[src/rtl/ysyx_23060096_mem_arbiter_if.sv]
// ---------------------------------------------------------------------------
// ysyx_23060096_mem_arbiter_if
// Bundle of every handshake/bus signal around the memory arbiter: the IFU
// request/response channel, the LSU request/response channel and the
// single memory-slave channel.
//
// Modports:
//   slave  - arbiter view: receives IFU/LSU requests and memory responses,
//            drives ready/response pulses and the memory request.
//   master - environment view (core masters + memory slave): drives the
//            requests and the memory responses, observes everything else.
// ---------------------------------------------------------------------------
interface ysyx_23060096_mem_arbiter_if;
  // IFU channel
  logic        ifu_req_valid;
  logic        ifu_req_ready;
  logic [31:0] ifu_addr;
  logic        ifu_resp_valid;
  logic [31:0] ifu_rdata;
  logic        ifu_err;
  // LSU channel
  logic        lsu_req_valid;
  logic        lsu_req_ready;
  logic [31:0] lsu_addr;
  logic        lsu_wen;
  logic [31:0] lsu_wdata;
  logic [3:0]  lsu_wmask;
  logic        lsu_resp_valid;
  logic [31:0] lsu_rdata;
  logic        lsu_err;
  // Memory slave channel
  logic        mem_req_valid;
  logic        mem_req_ready;
  logic [31:0] mem_addr;
  logic [31:0] mem_wdata;
  logic        mem_wen;
  logic [3:0]  mem_wmask;
  logic        mem_resp_valid;
  logic [31:0] mem_rdata;

  modport slave (
    input  ifu_req_valid, ifu_addr,
    output ifu_req_ready, ifu_resp_valid, ifu_rdata, ifu_err,
    input  lsu_req_valid, lsu_addr, lsu_wen, lsu_wdata, lsu_wmask,
    output lsu_req_ready, lsu_resp_valid, lsu_rdata, lsu_err,
    output mem_req_valid, mem_addr, mem_wdata, mem_wen, mem_wmask,
    input  mem_req_ready, mem_resp_valid, mem_rdata
  );

  modport master (
    output ifu_req_valid, ifu_addr,
    input  ifu_req_ready, ifu_resp_valid, ifu_rdata, ifu_err,
    output lsu_req_valid, lsu_addr, lsu_wen, lsu_wdata, lsu_wmask,
    input  lsu_req_ready, lsu_resp_valid, lsu_rdata, lsu_err,
    input  mem_req_valid, mem_addr, mem_wdata, mem_wen, mem_wmask,
    output mem_req_ready, mem_resp_valid, mem_rdata
  );
endinterface

[src/rtl/ysyx_23060096_mem_arbiter.sv]
// ---------------------------------------------------------------------------
// ysyx_23060096_mem_arbiter
// Two-master, single-outstanding arbiter sharing one memory port between the
// instruction fetch path (IFU) and the load/store path (LSU). One request is
// accepted in IDLE, presented to the slave in REQ, and its response awaited
// in WAIT; the response (or a timeout error) is returned to the owner as a
// one-cycle pulse.
//
// Ports:
//   clk   - core clock, all state on the rising edge
//   rstn  - asynchronous active-low reset
//   bus   - ysyx_23060096_mem_arbiter_if.slave (IFU, LSU and memory channels)
// Parameters:
//   TIMEOUT - WAIT cycles without a response before an error reply (1..65535)
// Configuration macro:
//   ARB_RR_EN - round-robin arbitration on contention; when undefined the
//               arbitration is fixed priority LSU > IFU.
// ---------------------------------------------------------------------------
module ysyx_23060096_mem_arbiter #(
  parameter int TIMEOUT = 255
) (
  input  logic clk,
  input  logic rstn,
  ysyx_23060096_mem_arbiter_if.slave bus
);

  typedef enum logic [1:0] {
    S_IDLE = 2'd0,
    S_REQ  = 2'd1,
    S_WAIT = 2'd2
  } state_t;

  localparam logic [15:0] LP_TO_LAST = 16'(TIMEOUT - 1);

  state_t      r_state;
  state_t      w_state_nxt;
  logic [15:0] r_cnt;
  logic [15:0] w_cnt_nxt;
  logic        w_fin;
  logic        w_fin_err;

  logic        r_owner_lsu;
  logic [31:0] r_addr;
  logic [31:0] r_wdata;
  logic        r_wen;
  logic [3:0]  r_wmask;

  logic        r_ifu_vld;
  logic [31:0] r_ifu_rdata;
  logic        r_ifu_err;
  logic        r_lsu_vld;
  logic [31:0] r_lsu_rdata;
  logic        r_lsu_err;

  logic        w_idle;
  logic        w_grant_lsu;
  logic        w_grant_ifu;
  logic        w_hs;

  assign w_idle = (r_state == S_IDLE);

`ifdef ARB_RR_EN
  // 1 = LSU won the last accepted request. Starts at IFU so the first
  // contention goes to the LSU.
  logic r_last_lsu;

  assign w_grant_lsu = bus.lsu_req_valid && (!bus.ifu_req_valid || !r_last_lsu);

  always_ff @(posedge clk or negedge rstn) begin
    if (!rstn) begin
      r_last_lsu <= 1'b0;
    end else if (w_hs) begin
      r_last_lsu <= w_grant_lsu;
    end
  end
`else
  assign w_grant_lsu = bus.lsu_req_valid;
`endif

  assign w_grant_ifu = bus.ifu_req_valid && !w_grant_lsu;
  assign w_hs        = w_idle && (w_grant_lsu || w_grant_ifu);

  // Ready depends combinationally on valid; masters must not wait for ready
  // before raising valid.
  assign bus.lsu_req_ready = w_idle && w_grant_lsu;
  assign bus.ifu_req_ready = w_idle && w_grant_ifu;

  assign bus.mem_req_valid = (r_state == S_REQ);
  assign bus.mem_addr      = r_addr;
  assign bus.mem_wdata     = r_wdata;
  assign bus.mem_wen       = r_wen;
  assign bus.mem_wmask     = r_wmask;

  assign bus.ifu_resp_valid = r_ifu_vld;
  assign bus.ifu_rdata      = r_ifu_rdata;
  assign bus.ifu_err        = r_ifu_err;
  assign bus.lsu_resp_valid = r_lsu_vld;
  assign bus.lsu_rdata      = r_lsu_rdata;
  assign bus.lsu_err        = r_lsu_err;

  // Next-state logic. A response in the last counted cycle beats the timeout.
  always_comb begin
    w_state_nxt = r_state;
    w_cnt_nxt   = r_cnt;
    w_fin       = 1'b0;
    w_fin_err   = 1'b0;
    case (r_state)
      S_IDLE: begin
        if (w_hs) w_state_nxt = S_REQ;
      end
      S_REQ: begin
        if (bus.mem_req_ready) begin
          w_state_nxt = S_WAIT;
          w_cnt_nxt   = 16'd0;
        end
      end
      S_WAIT: begin
        if (bus.mem_resp_valid) begin
          w_state_nxt = S_IDLE;
          w_fin       = 1'b1;
        end else if (r_cnt == LP_TO_LAST) begin
          w_state_nxt = S_IDLE;
          w_fin       = 1'b1;
          w_fin_err   = 1'b1;
        end else begin
          w_cnt_nxt = r_cnt + 16'd1;
        end
      end
      default: begin
        w_state_nxt = S_IDLE;
      end
    endcase
  end

  always_ff @(posedge clk or negedge rstn) begin
    if (!rstn) begin
      r_state <= S_IDLE;
      r_cnt   <= 16'd0;
    end else begin
      r_state <= w_state_nxt;
      r_cnt   <= w_cnt_nxt;
    end
  end

  // Request capture: IFU requests are reads, so write fields are zeroed.
  always_ff @(posedge clk or negedge rstn) begin
    if (!rstn) begin
      r_owner_lsu <= 1'b0;
      r_addr      <= 32'd0;
      r_wdata     <= 32'd0;
      r_wen       <= 1'b0;
      r_wmask     <= 4'd0;
    end else if (w_hs) begin
      r_owner_lsu <= w_grant_lsu;
      r_addr      <= w_grant_lsu ? bus.lsu_addr  : bus.ifu_addr;
      r_wdata     <= w_grant_lsu ? bus.lsu_wdata : 32'd0;
      r_wen       <= w_grant_lsu && bus.lsu_wen;
      r_wmask     <= w_grant_lsu ? bus.lsu_wmask : 4'd0;
    end
  end

  // Response routing: only the owner ever sees a pulse; rdata holds between
  // responses and is forced to zero on a timeout.
  always_ff @(posedge clk or negedge rstn) begin
    if (!rstn) begin
      r_ifu_vld   <= 1'b0;
      r_ifu_rdata <= 32'd0;
      r_ifu_err   <= 1'b0;
      r_lsu_vld   <= 1'b0;
      r_lsu_rdata <= 32'd0;
      r_lsu_err   <= 1'b0;
    end else begin
      r_ifu_vld <= w_fin && !r_owner_lsu;
      r_ifu_err <= w_fin && !r_owner_lsu && w_fin_err;
      r_lsu_vld <= w_fin && r_owner_lsu;
      r_lsu_err <= w_fin && r_owner_lsu && w_fin_err;
      if (w_fin && !r_owner_lsu) begin
        r_ifu_rdata <= w_fin_err ? 32'd0 : bus.mem_rdata;
      end
      if (w_fin && r_owner_lsu) begin
        r_lsu_rdata <= w_fin_err ? 32'd0 : bus.mem_rdata;
      end
    end
  end

endmodule

[src/flat_wrapper.sv]
// flat-port wrapper written by rule: the top's interface ports become plain ports
module ysyx_23060096_mem_arbiter_flat 
#(
  parameter int TIMEOUT = 255
)
  (clk, rstn, bus_ifu_req_valid, bus_ifu_addr, bus_ifu_req_ready, bus_ifu_resp_valid, bus_ifu_rdata, bus_ifu_err, bus_lsu_req_valid, bus_lsu_addr, bus_lsu_wen, bus_lsu_wdata, bus_lsu_wmask, bus_lsu_req_ready, bus_lsu_resp_valid, bus_lsu_rdata, bus_lsu_err, bus_mem_req_valid, bus_mem_addr, bus_mem_wdata, bus_mem_wen, bus_mem_wmask, bus_mem_req_ready, bus_mem_resp_valid, bus_mem_rdata);
  ysyx_23060096_mem_arbiter_if bus_i ();
  input  logic clk;
  input  logic rstn;
  input wire logic [$bits(bus_i.ifu_req_valid)-1:0] bus_ifu_req_valid;
  input wire logic [$bits(bus_i.ifu_addr)-1:0] bus_ifu_addr;
  output wire logic [$bits(bus_i.ifu_req_ready)-1:0] bus_ifu_req_ready;
  output wire logic [$bits(bus_i.ifu_resp_valid)-1:0] bus_ifu_resp_valid;
  output wire logic [$bits(bus_i.ifu_rdata)-1:0] bus_ifu_rdata;
  output wire logic [$bits(bus_i.ifu_err)-1:0] bus_ifu_err;
  input wire logic [$bits(bus_i.lsu_req_valid)-1:0] bus_lsu_req_valid;
  input wire logic [$bits(bus_i.lsu_addr)-1:0] bus_lsu_addr;
  input wire logic [$bits(bus_i.lsu_wen)-1:0] bus_lsu_wen;
  input wire logic [$bits(bus_i.lsu_wdata)-1:0] bus_lsu_wdata;
  input wire logic [$bits(bus_i.lsu_wmask)-1:0] bus_lsu_wmask;
  output wire logic [$bits(bus_i.lsu_req_ready)-1:0] bus_lsu_req_ready;
  output wire logic [$bits(bus_i.lsu_resp_valid)-1:0] bus_lsu_resp_valid;
  output wire logic [$bits(bus_i.lsu_rdata)-1:0] bus_lsu_rdata;
  output wire logic [$bits(bus_i.lsu_err)-1:0] bus_lsu_err;
  output wire logic [$bits(bus_i.mem_req_valid)-1:0] bus_mem_req_valid;
  output wire logic [$bits(bus_i.mem_addr)-1:0] bus_mem_addr;
  output wire logic [$bits(bus_i.mem_wdata)-1:0] bus_mem_wdata;
  output wire logic [$bits(bus_i.mem_wen)-1:0] bus_mem_wen;
  output wire logic [$bits(bus_i.mem_wmask)-1:0] bus_mem_wmask;
  input wire logic [$bits(bus_i.mem_req_ready)-1:0] bus_mem_req_ready;
  input wire logic [$bits(bus_i.mem_resp_valid)-1:0] bus_mem_resp_valid;
  input wire logic [$bits(bus_i.mem_rdata)-1:0] bus_mem_rdata;
  assign bus_i.ifu_req_valid = bus_ifu_req_valid;
  assign bus_i.ifu_addr = bus_ifu_addr;
  assign bus_ifu_req_ready = bus_i.ifu_req_ready;
  assign bus_ifu_resp_valid = bus_i.ifu_resp_valid;
  assign bus_ifu_rdata = bus_i.ifu_rdata;
  assign bus_ifu_err = bus_i.ifu_err;
  assign bus_i.lsu_req_valid = bus_lsu_req_valid;
  assign bus_i.lsu_addr = bus_lsu_addr;
  assign bus_i.lsu_wen = bus_lsu_wen;
  assign bus_i.lsu_wdata = bus_lsu_wdata;
  assign bus_i.lsu_wmask = bus_lsu_wmask;
  assign bus_lsu_req_ready = bus_i.lsu_req_ready;
  assign bus_lsu_resp_valid = bus_i.lsu_resp_valid;
  assign bus_lsu_rdata = bus_i.lsu_rdata;
  assign bus_lsu_err = bus_i.lsu_err;
  assign bus_mem_req_valid = bus_i.mem_req_valid;
  assign bus_mem_addr = bus_i.mem_addr;
  assign bus_mem_wdata = bus_i.mem_wdata;
  assign bus_mem_wen = bus_i.mem_wen;
  assign bus_mem_wmask = bus_i.mem_wmask;
  assign bus_i.mem_req_ready = bus_mem_req_ready;
  assign bus_i.mem_resp_valid = bus_mem_resp_valid;
  assign bus_i.mem_rdata = bus_mem_rdata;
  ysyx_23060096_mem_arbiter #(.TIMEOUT(TIMEOUT)) u_core (.clk(clk), .rstn(rstn), .bus(bus_i));
endmodule
[config.mk]
export PLATFORM = sky130hd
export DESIGN_NAME = ysyx_23060096_mem_arbiter_flat
export DESIGN_NICKNAME = d
export VERILOG_FILES = /design/src/rtl/ysyx_23060096_mem_arbiter_if.sv /design/src/rtl/ysyx_23060096_mem_arbiter.sv /design/src/flat_wrapper.sv
export SDC_FILE = /design/constraint.sdc
export NUM_CORES = 1
export LEC_CHECK = 0
export ABC_AREA = 1
export CAP_MARGIN = 30
export CORE_MARGIN = 5
export CORE_UTILIZATION = 35
export CTS_BUF_LIST = sky130_fd_sc_hd__clkbuf_4
export DETAILED_ROUTE_END_ITERATION = 6
export PLACE_DENSITY = 0.63
export SETUP_SLACK_MARGIN = 0.5
export SYNTH_ARGS = -nofsm -noshare
export SYNTH_HDL_FRONTEND = slang
export SYNTH_SLANG_ARGS = --single-unit
[constraint.sdc]
create_clock -name clk -period 3.8 [get_ports clk]
set_input_delay 0.57 -clock clk [delete_from_list [all_inputs] [get_ports clk]]
set_output_delay 0.57 -clock clk [all_outputs]
set_load 0.005 [all_outputs]
==> results_dict.tcl <==
set metrics [dict create \
    slew_headroom 0.443 \
    wl_per_cell_um 16.2 \
    grt_pass1_vias 5902 \
    io_pins 279 \
    wl_met2_um 10300 \
    port_buffers 278 \
    antenna_found_initial 1 \
    cp_num_buf_inv 2 \
    drt-met1-wl_um 8960 \
    cts_made_buffers 17 \
    grt_pass1_wl_um 32700 \
    grt_overflow 0 \
    insertion_delay_ns 0.54 \
    crit_path_max_incr_delay_ns 0.54 \
    synth-seq-area-share 0.563 \
    dr_wl_met3_um 1610 \
    cts-root-buf "clkbuf_4" \
    multi_input_area_sq_um 2530 \
    slew_violations 0 \
    post_cts_buffers 0 \
    max_freq_ghz 0.381 \
    synth_edf_count 0 \
    timing.setup.tns_ns 0 \
    gp_congestion 0.834 \
    drc 0 \
    mostFrequentLayoutCells "275 x clkdlybuf4s50_1, 235 x nand2_1, 156 x dfrtp_1" \
    endpoint_kind "primary output" \
    die_h_um 151 \
    powerDensity_nw_per_um2 678 \
    netlist_instances 778 \
    hold_viol_final 0 \
    synthFlopType "dfrtp_1" \
    crit_fanout 4 \
    grt_max_degree 91 \
    clock_path_buffers 2 \
    regArea_sq_um 3900 \
    fill_cells 1834 \
    core_area_sq_um 19500 \
    first_iter_violations 442 \
    hold_path.class "primary input to asynchronous set/reset pin" \
    fin_crit_sh 0.690 \
    rsz0062_at_grt "false" \
    drt-total-wl_um 21200 \
    async_flop_share 1.00 \
    syn_nets 919 \
    critical_path_class "register to primary output" \
    peakVddDrop_v 0.000305 \
    initial_utilization 0.356 \
    crit_family "buffers and inverters" \
    path_clk_slew_ns 0.13 \
    cp.arrival_ns 2.05 \
    power_leakage_nw 4.72 \
    syn-mean-instance-area_sq_um 8.91 \
    yosysWarnings 0 \
    cts_tree "yes" \
    cts_resized 0 \
    cts.sinks 156 \
    worst_slew_pin_slew_ns 0.835 \
    finalNetCount 1172 \
    ys_seq_elements 156 \
    power.total_w 0.00687 \
    drive_above_1_share 0.0642 \
    status "finished clean" \
    die_x_um 151 \
    dp_hpwl_um 15000 \
    layout_commonest_cell "clkdlybuf4s50_1" \
    dieArea_sq_um 22700 \
    via_per_inst 4.76 \
    hold_buffers 0 \
    ant_nets 0 \
    drv_cap 0 \
    ys_types 28 \
    setup_viol 0 \
    period_minus_slack_ns 2.62 \
    track_usage 0.185 \
    start_kind "register" \
    netlist_area_sq_um 6930 \
    required_ns 3.23 \
    ff2ff_setup_slack_ns 1.73 \
    skew_ns 0.0275 \
    first_pass_iters 5 \
    num_vias 6241 \
    slowest_stage "clkdlybuf4s50_1" \
    crit_chain "nor2_1, nand2_1, inv_1, clkdlybuf4s50_1" \
    routed.top_layer "met4" \
    h-tree-depth 4 \
    areaGrowthSynthToFinish_pct 46.2 \
    num_rows 51 \
]
-- report_power, final --
part / internal [W] / switching [W] / total [W]
logic: 0.00168 / 0.00141 / 0.00309
clock network: 0.000411 / 0.000613 / 0.00102
registers: 0.00235 / 0.000401 / 0.00275
total: 0.00444 / 0.00242 / 0.00687
-- through the flow --
step           std cells  setup slack, ns  instance area [sq um]  hold slack (ns)   util
2_1_floorplan        778             2.19                   6930            0.274      -
3_3_place_gp        1277             1.53                   9840            0.453  0.505
3_5_place_dp        1277             1.54                   9840            0.458  0.505
4_1_cts             1309             1.06                  10100           0.0808  0.520
5_1_grt             1310            0.987                  10100           0.0926  0.520
6_report            1310             1.18                  10100           0.0905  0.520
-- per-layer routing --
metal	track usage	up-vias
met2	0.309	203
met3	0.0557	18
met4	0.0449	0
met1	0.236	2930
li1	-	3090
met5	0	-
-- area by class of cell --
type | count | area share
repair buffers | 288 | 0.283
inverters | 56 | 0.0208
multi-input cells | 512 | 0.250
diodes | 1 | 0.000247
well taps | 265 | 0.0327
clock buffers | 19 | 0.0141
flip-flops and latches | 156 | 0.385
clock inverters | 13 | 0.0142
-- worst paths after layout --
| path | depth (start not counted) | endpoint | start |
|---|---|---|---|
| min in group clk | 3 | u_core.bus.ifu_rdata[26]$_DFFE_PN0P_ | bus_mem_resp_valid |
| min | 1 | u_core.bus.mem_wdata[17]$_DFFE_PN0P_ | rstn |
| max reg2reg | 8 | u_core.r_cnt[4]$_DFFE_PN0P_ | u_core.r_state[0]$_DFFE_PN0P_ |
| max | 4 | bus_lsu_req_ready | u_core.r_state[1]$_DFFE_PN0P_ |
| min reg2reg | 2 | u_core.bus.lsu_rdata[27]$_DFFE_PN0P_ | u_core.bus.lsu_rdata[27]$_DFFE_PN0P_ |
| max in group asynchronous | 2 | u_core.r_owner_lsu$_DFFE_PN0P_ | rstn |
-- logic make-up (layout without fill, tap and decap cells) --
group / Yosys count / in the layout / synth area share
compound gates: 115 / 115 / 0.104
xor+xnor: 3 / 3 / 0.00379
fa+ha+maj: 2 / 2 / 0.00361
buf+inv: 110 / 376 / 0.0713
flops: 156 / 156 / 0.563
other cells: 0 / 1 / 0
simple gates: 392 / 392 / 0.254
-- cell usage after synthesis, types with 2 or more instances --
library cell / n / area share
a22o_1: 37 / 0.047
o21ai_0: 68 / 0.049
inv_2: 5 / 0.0027
nand3_4: 2 / 0.0051
nor2_1: 37 / 0.020
nand3_1: 31 / 0.022
nand4_1: 68 / 0.061
nand2_1: 235 / 0.13
nand2_2: 14 / 0.013
clkbuf_1: 20 / 0.011
a21oi_1: 5 / 0.0036
buf_6: 7 / 0.011
inv_1: 50 / 0.027
o21ai_1: 3 / 0.0022
buf_1: 4 / 0.0022
buf_2: 23 / 0.017
dfrtp_1: 156 / 0.56
xor2_1: 2 / 0.0025
ha_1: 2 / 0.0036
-- flip-flops by register name, indices dropped and copies added (netlist names), 2 cells and up --
signal / flops
u_core.bus.mem_wdata: 32
u_core.bus.mem_wmask: 4
u_core.bus.mem_addr: 32
u_core.r_state: 2
u_core.r_cnt: 16
u_core.bus.ifu_rdata: 32
u_core.bus.lsu_rdata: 32
No activity file was read; power rests on OpenSTA's default activity.
